$ cat config.mk
export PLATFORM = sky130hd
export DESIGN_NAME = mux_nx1_reg_flat
export DESIGN_NICKNAME = d
export VERILOG_FILES = /design/src/rtl/mux_pkg.sv /design/src/rtl/mux_nx1_reg_if.sv /design/src/rtl/mux_nx1_sel.sv /design/src/rtl/mux_nx1_reg.sv /design/src/flat_wrapper.sv
export SDC_FILE = /design/constraint.sdc
export NUM_CORES = 1
export LEC_CHECK = 0
export BUFFER_PORTS_ARGS = -buffer_cell sky130_fd_sc_hd__clkbuf_2
export CORE_ASPECT_RATIO = 1.1
export CORE_MARGIN = 5
export CORE_UTILIZATION = 42
export CTS_BUF_LIST = sky130_fd_sc_hd__clkbuf_16
export DETAILED_ROUTE_END_ITERATION = 8
export GPL_ROUTABILITY_DRIVEN = 1
export PLACE_DENSITY = 0.78
export SLEW_MARGIN = 20
export SYNTH_ARGS = -nofsm -noshare
export SYNTH_HDL_FRONTEND = slang
export SYNTH_SLANG_ARGS = --single-unit
$ cat constraint.sdc
create_clock -name clk -period 1.6 [get_ports clk]
set_input_delay 0.16 -clock clk [delete_from_list [all_inputs] [get_ports clk]]
set_output_delay 0.16 -clock clk [all_outputs]
set_load 0.05 [all_outputs]
$ cat src/rtl/mux_pkg.sv
// Shared definitions for the registered N:1 mux: FSM state encoding and the
// elaboration-time parameter sanity check.
package mux_pkg;

    typedef enum logic [1:0] {
        EMPTY = 2'd0,
        ONE   = 2'd1,
        TWO   = 2'd2
    } mux_state_t;

    // True when the select field can address every input and NUM_IN is in range.
    function automatic bit sel_width_ok(input int sel_w, input int num_in);
        return (num_in >= 2) && (num_in <= 16) && ((1 << sel_w) >= num_in);
    endfunction

endpackage

$ cat src/rtl/mux_nx1_reg_if.sv
// Ready/valid bundle for the registered N:1 mux: input side (bus + select) and
// output side (selected word + range error).
interface mux_nx1_reg_if #(
    parameter int WIDTH  = 32,
    parameter int NUM_IN = 8,
    parameter int SEL_W  = 4
);
    logic [NUM_IN*WIDTH-1:0] in_bus;
    logic [SEL_W-1:0]        sel;
    logic                    in_valid;
    logic                    in_ready;
    logic [WIDTH-1:0]        out_data;
    logic                    out_err;
    logic                    out_valid;
    logic                    out_ready;

    modport master (
        output in_bus, sel, in_valid, out_ready,
        input  in_ready, out_data, out_err, out_valid
    );

    modport slave (
        input  in_bus, sel, in_valid, out_ready,
        output in_ready, out_data, out_err, out_valid
    );
endinterface

$ cat src/rtl/mux_nx1_sel.sv
// Combinational N:1 word select; out-of-range indices yield zero with err set.
module mux_nx1_sel #(
    parameter int WIDTH  = 32,
    parameter int NUM_IN = 8,
    parameter int SEL_W  = 4
) (
    input  logic [NUM_IN*WIDTH-1:0] in_bus,
    input  logic [SEL_W-1:0]        sel,
    output logic [WIDTH-1:0]        word,
    output logic                    err
);
    logic [WIDTH-1:0] words [NUM_IN];

    for (genvar gi = 0; gi < NUM_IN; gi++) begin : g_split
        assign words[gi] = in_bus[gi*WIDTH +: WIDTH];
    end

    // Compare against each legal index so a select beyond NUM_IN-1 never indexes the array.
    always_comb begin
        word = '0;
        err  = 1'b1;
        for (int k = 0; k < NUM_IN; k++) begin
            if (sel == SEL_W'(k)) begin
                word = words[k];
                err  = 1'b0;
            end
        end
    end
endmodule

$ cat src/rtl/mux_nx1_reg.sv
// Registered N:1 mux with ready/valid on both sides; a main register drives the
// outputs and a skid register absorbs one extra word under back-pressure.
module mux_nx1_reg
    import mux_pkg::*;
#(
    parameter int WIDTH  = 32,
    parameter int NUM_IN = 8,
    parameter int SEL_W  = 4
) (
    input  logic         clk,
    input  logic         rst_n,
    mux_nx1_reg_if.slave bus
);
    localparam bit PARAMS_OK = sel_width_ok(SEL_W, NUM_IN);

    if (!PARAMS_OK) begin : g_param_check
        $error("mux_nx1_reg: need 2 <= NUM_IN <= 16 and 2**SEL_W >= NUM_IN");
    end

    mux_state_t       state_q, state_d;
    logic [WIDTH-1:0] main_data_q, main_data_d;
    logic             main_err_q, main_err_d;
    logic [WIDTH-1:0] skid_data_q, skid_data_d;
    logic             skid_err_q, skid_err_d;
    logic             in_ready_q, in_ready_d;

    logic [WIDTH-1:0] sel_word;
    logic             sel_err;
    logic             in_xfer;
    logic             out_xfer;

    mux_nx1_sel #(
        .WIDTH  (WIDTH),
        .NUM_IN (NUM_IN),
        .SEL_W  (SEL_W)
    ) u_sel (
        .in_bus (bus.in_bus),
        .sel    (bus.sel),
        .word   (sel_word),
        .err    (sel_err)
    );

    assign bus.in_ready  = in_ready_q;
    assign bus.out_valid = (state_q != EMPTY);
    assign bus.out_data  = main_data_q;
    assign bus.out_err   = main_err_q;

    assign in_xfer  = bus.in_valid & in_ready_q;
    assign out_xfer = bus.out_valid & bus.out_ready;

    always_comb begin
        state_d     = state_q;
        main_data_d = main_data_q;
        main_err_d  = main_err_q;
        skid_data_d = skid_data_q;
        skid_err_d  = skid_err_q;
        case (state_q)
            EMPTY: begin
                if (in_xfer) begin
                    main_data_d = sel_word;
                    main_err_d  = sel_err;
                    state_d     = ONE;
                end
            end
            ONE: begin
                if (in_xfer && out_xfer) begin
                    main_data_d = sel_word;
                    main_err_d  = sel_err;
                end else if (in_xfer) begin
                    skid_data_d = sel_word;
                    skid_err_d  = sel_err;
                    state_d     = TWO;
                end else if (out_xfer) begin
                    state_d = EMPTY;
                end
            end
            TWO: begin
                if (out_xfer) begin
                    main_data_d = skid_data_q;
                    main_err_d  = skid_err_q;
                    state_d     = ONE;
                end
            end
            default: state_d = EMPTY;
        endcase
        // Ready depends only on where the FSM lands, never on out_ready.
        in_ready_d = (state_d != TWO);
    end

    always_ff @(posedge clk or negedge rst_n) begin
        if (!rst_n) begin
            state_q     <= EMPTY;
            main_data_q <= '0;
            main_err_q  <= 1'b0;
            skid_data_q <= '0;
            skid_err_q  <= 1'b0;
            in_ready_q  <= 1'b0;
        end else begin
            state_q     <= state_d;
            main_data_q <= main_data_d;
            main_err_q  <= main_err_d;
            skid_data_q <= skid_data_d;
            skid_err_q  <= skid_err_d;
            in_ready_q  <= in_ready_d;
        end
    end
endmodule
$ cat src/flat_wrapper.sv
// flat-port wrapper written by rule: the top's interface ports become plain ports
module mux_nx1_reg_flat import mux_pkg::*;
#(
    parameter int WIDTH  = 32,
    parameter int NUM_IN = 8,
    parameter int SEL_W  = 4
)
  (clk, rst_n, bus_in_bus, bus_sel, bus_in_valid, bus_out_ready, bus_in_ready, bus_out_data, bus_out_err, bus_out_valid);
  mux_nx1_reg_if #(.WIDTH(WIDTH), .NUM_IN(NUM_IN), .SEL_W(SEL_W)) bus_i ();
  input  logic clk;
  input  logic rst_n;
  input wire logic [$bits(bus_i.in_bus)-1:0] bus_in_bus;
  input wire logic [$bits(bus_i.sel)-1:0] bus_sel;
  input wire logic [$bits(bus_i.in_valid)-1:0] bus_in_valid;
  input wire logic [$bits(bus_i.out_ready)-1:0] bus_out_ready;
  output wire logic [$bits(bus_i.in_ready)-1:0] bus_in_ready;
  output wire logic [$bits(bus_i.out_data)-1:0] bus_out_data;
  output wire logic [$bits(bus_i.out_err)-1:0] bus_out_err;
  output wire logic [$bits(bus_i.out_valid)-1:0] bus_out_valid;
  assign bus_i.in_bus = bus_in_bus;
  assign bus_i.sel = bus_sel;
  assign bus_i.in_valid = bus_in_valid;
  assign bus_i.out_ready = bus_out_ready;
  assign bus_in_ready = bus_i.in_ready;
  assign bus_out_data = bus_i.out_data;
  assign bus_out_err = bus_i.out_err;
  assign bus_out_valid = bus_i.out_valid;
  mux_nx1_reg #(.WIDTH(WIDTH), .NUM_IN(NUM_IN), .SEL_W(SEL_W)) u_core (.clk(clk), .rst_n(rst_n), .bus(bus_i));
endmodule
==> impl_metrics.tcl <==
set metrics [dict create \
    grt_usage 0.256 \
    coreArea_um2 13000 \
    synth_edf_count 0 \
    hpwl_um 16300 \
    ir_worst_vdd_mv 0.619 \
    ant_nets 0 \
    timing.fmax_mhz 604 \
    drive_above_1_share 0.437 \
    pwr-share-seq 0.310 \
    yosysUniqueCellTypes 41 \
    routed_via_density 5.86 \
    hp-class "primary input to flop" \
    grt_antenna_before_repair 0 \
    grt_pass1_vias 6401 \
    die_area_um2 15600 \
    antenna_cells 0 \
    crit_fanout 13 \
    cts.htree.levels 3 \
    cts_tree "built" \
    swShare 0.452 \
    yosysWarningCount 0 \
    finalClockSkew_ps 2.96 \
    nNetsFinal 1215 \
    seq_area_frac_synth 0.312 \
    startpoint_type "flop" \
    rsz0062_at_grt "yes" \
    clock_path_buffers 2 \
    utilization 0.616 \
    io_buffers 298 \
    intPower_mw 5.56 \
    initial_core_util 0.425 \
    drt_iter0_markers 484 \
    grt_first_pass_wirelength_um 32300 \
    row_count 44 \
    die_h_um 130 \
    ff_latch_area_um2 1730 \
    cellLeakagePower_nw 3.98 \
    critical_path_class "flop to flop" \
    hold_viol_final 0 \
    endpoint_kind "flop" \
    overflow 0 \
    required_ps 1840 \
    mostFrequentLayoutCells "clkbuf_2 (294), mux2i_1 (73), dfrtp_1 (68), nor2_1 (60), a31oi_1 (55)" \
    avgSynthCellArea_um2 8.63 \
    clkTransAtPathRegs_ps 50 \
    status "complete, but fails checks" \
    slew_violations 0 \
    first_pass_iters 5 \
    clockPowerShare 0.168 \
    area_delta_synth_final_pct 45.1 \
    finalCritPeriodShare 1.03 \
    synthCells 642 \
    numCtsBuffers 9 \
    nFillCells 1182 \
    final_common_cell "clkbuf_2" \
    post-place-ws_ps -340 \
    multiInputGateArea_um2 3590 \
    p_sw_mw 4.58 \
    tightest_slew_ps 680 \
    drv_cap 0 \
    via_count 6550 \
    grt_start_max_net_pins 70 \
    root_buffer "clkbuf_16" \
    wire_per_inst_um 18.7 \
    combPwrFrac 0.522 \
    cp.arrival_ps 1900 \
    setup_viol 8 \
    clock_sinks 69 \
    synth-main-ff-cell "dfrtp_1" \
    hold_slack_ps 148 \
    violations "setup timing" \
    relSlewSlack 0.545 \
    synth_seq_cells 69 \
    netlist_area_um2 5540 \
    postSynth.asyncResetShare 1.00 \
    clk_latency_ps 320 \
    min_period_ps 1660 \
    power_density_nw_per_um2 1260 \
    finalWirelength_um 20900 \
    gp_congestion 0.925 \
    total_power_mw 10.1 \
    fin_ws_ps -55.9 \
    die_x_um 120 \
    syn_nets 906 \
    ios 299 \
    drc 0 \
]
## routing by layer
| layer | GRT usage | share of wire | vias to the layer above |
|---|---|---|---|
| met3 | 0.0495 | 0.075 | 38 |
| met1 | 0.326 | 0.40 | 3098 |
| li1 | - | - | 3127 |
| met5 | 0 | 0 | - |
| met2 | 0.438 | 0.50 | 287 |
| met4 | 0.0876 | 0.022 | 0 |
## cell families after synthesis
| kind of cell | count (synthesis) | share of synthesized area |
|---|---|---|
| buffers and inverters | 77 | 0.0560 |
| AO/OA/AOI/OAI | 285 | 0.353 |
| multiplexers | 82 | 0.150 |
| AND/OR/NAND/NOR | 129 | 0.129 |
| flip-flops | 69 | 0.312 |
## critical path, stage by stage, from the launching register on
cell       delay [ps]
dfrtp_1           380
nor2b_4           140
buf_6             120
o31ai_4           300
buf_4             180
clkbuf_16         170
o21ai_0           120
a41oi_2           170
## power groups by stage
stage / Sequential [mW] / Clock, mW / Combinational [mW]
finish: 3.14 / 1.70 / 5.29
global route: 3.25 / 1.81 / 5.66
CTS: 3.10 / 1.73 / 5.02
detailed placement: 3.12 / 0 / 4.99
global placement: 3.08 / 0 / 4.91
floorplan: 4.55 / 0 / 1.90
## synthesized netlist by cell type (4+ instances only)
master,n,share of area
buf_1,6,0.0041
or4_1,6,0.0081
clkbuf_1,50,0.034
nor2_1,60,0.041
nand3b_1,23,0.031
o21ai_0,36,0.033
or3b_1,8,0.013
mux2i_1,73,0.13
or3_1,12,0.014
nand2b_1,7,0.0079
a31oi_1,55,0.062
a21oi_1,54,0.049
buf_2,14,0.013
mux2_2,9,0.018
inv_1,4,0.0027
o22ai_1,32,0.036
a41oi_2,8,0.023
a21o_1,24,0.033
a221oi_1,8,0.013
dfrtp_1,69,0.31
a22oi_1,8,0.011
a31o_1,8,0.013
o2bb2ai_1,22,0.035
a211o_1,23,0.036
## worst paths after layout
kind                                          from                 endpoint  slack [ps]  cells after the start
setup / recovery                 u_core.state_q[0]  u_core.bus.out_data[22]         -60                      7
hold / removal                       bus_out_ready      u_core.bus.in_ready         150                      2
setup reg to reg                 u_core.state_q[0]  u_core.bus.out_data[22]         -60                      7
hold reg to reg            u_core.bus.out_data[11]  u_core.bus.out_data[11]         470                      1
max in group asynchronous                    rst_n   u_core.bus.out_data[9]         730                      3
min in group asynchronous                    rst_n   u_core.skid_data_q[20]         300                      2
## registers in the layout, indices dropped and copies added, names as in the netlist
name / flops
u_core.bus.out_data: 32
u_core.skid_data_q: 32
u_core.state_q: 2
u_core.bus.in_ready: 1
u_core.bus.out_err: 1
u_core.skid_err_q: 1
## area by class of cell
class | count | share of cell area
Clock inverter | 7 | 0.00342
Tap cell | 161 | 0.0251
Sequential cell | 69 | 0.215
Clock buffer | 9 | 0.0280
Inverter | 6 | 0.00311
Timing Repair Buffer | 369 | 0.279
Multi-Input combinational cell | 496 | 0.446
## per-stage QoR
stage	instance area, um2	instances	TNS (ps)
floorplan	5580	642	-215
global placement	7610	1092	-4460
detailed placement	7610	1092	-6090
CTS	7880	1109	-77.6
global route	8040	1117	-1730
finish	8040	1117	-259
## what timing repair did
item,CTS,global route
setup buffers,0,6
endpoints found under the setup margin,26,38
endpoints found under the hold margin,25,0
gates cloned,0,2
pin swaps,1,1
hold buffers,1,0
gates resized for setup,8,36
(Power assumes the default switching activity.)
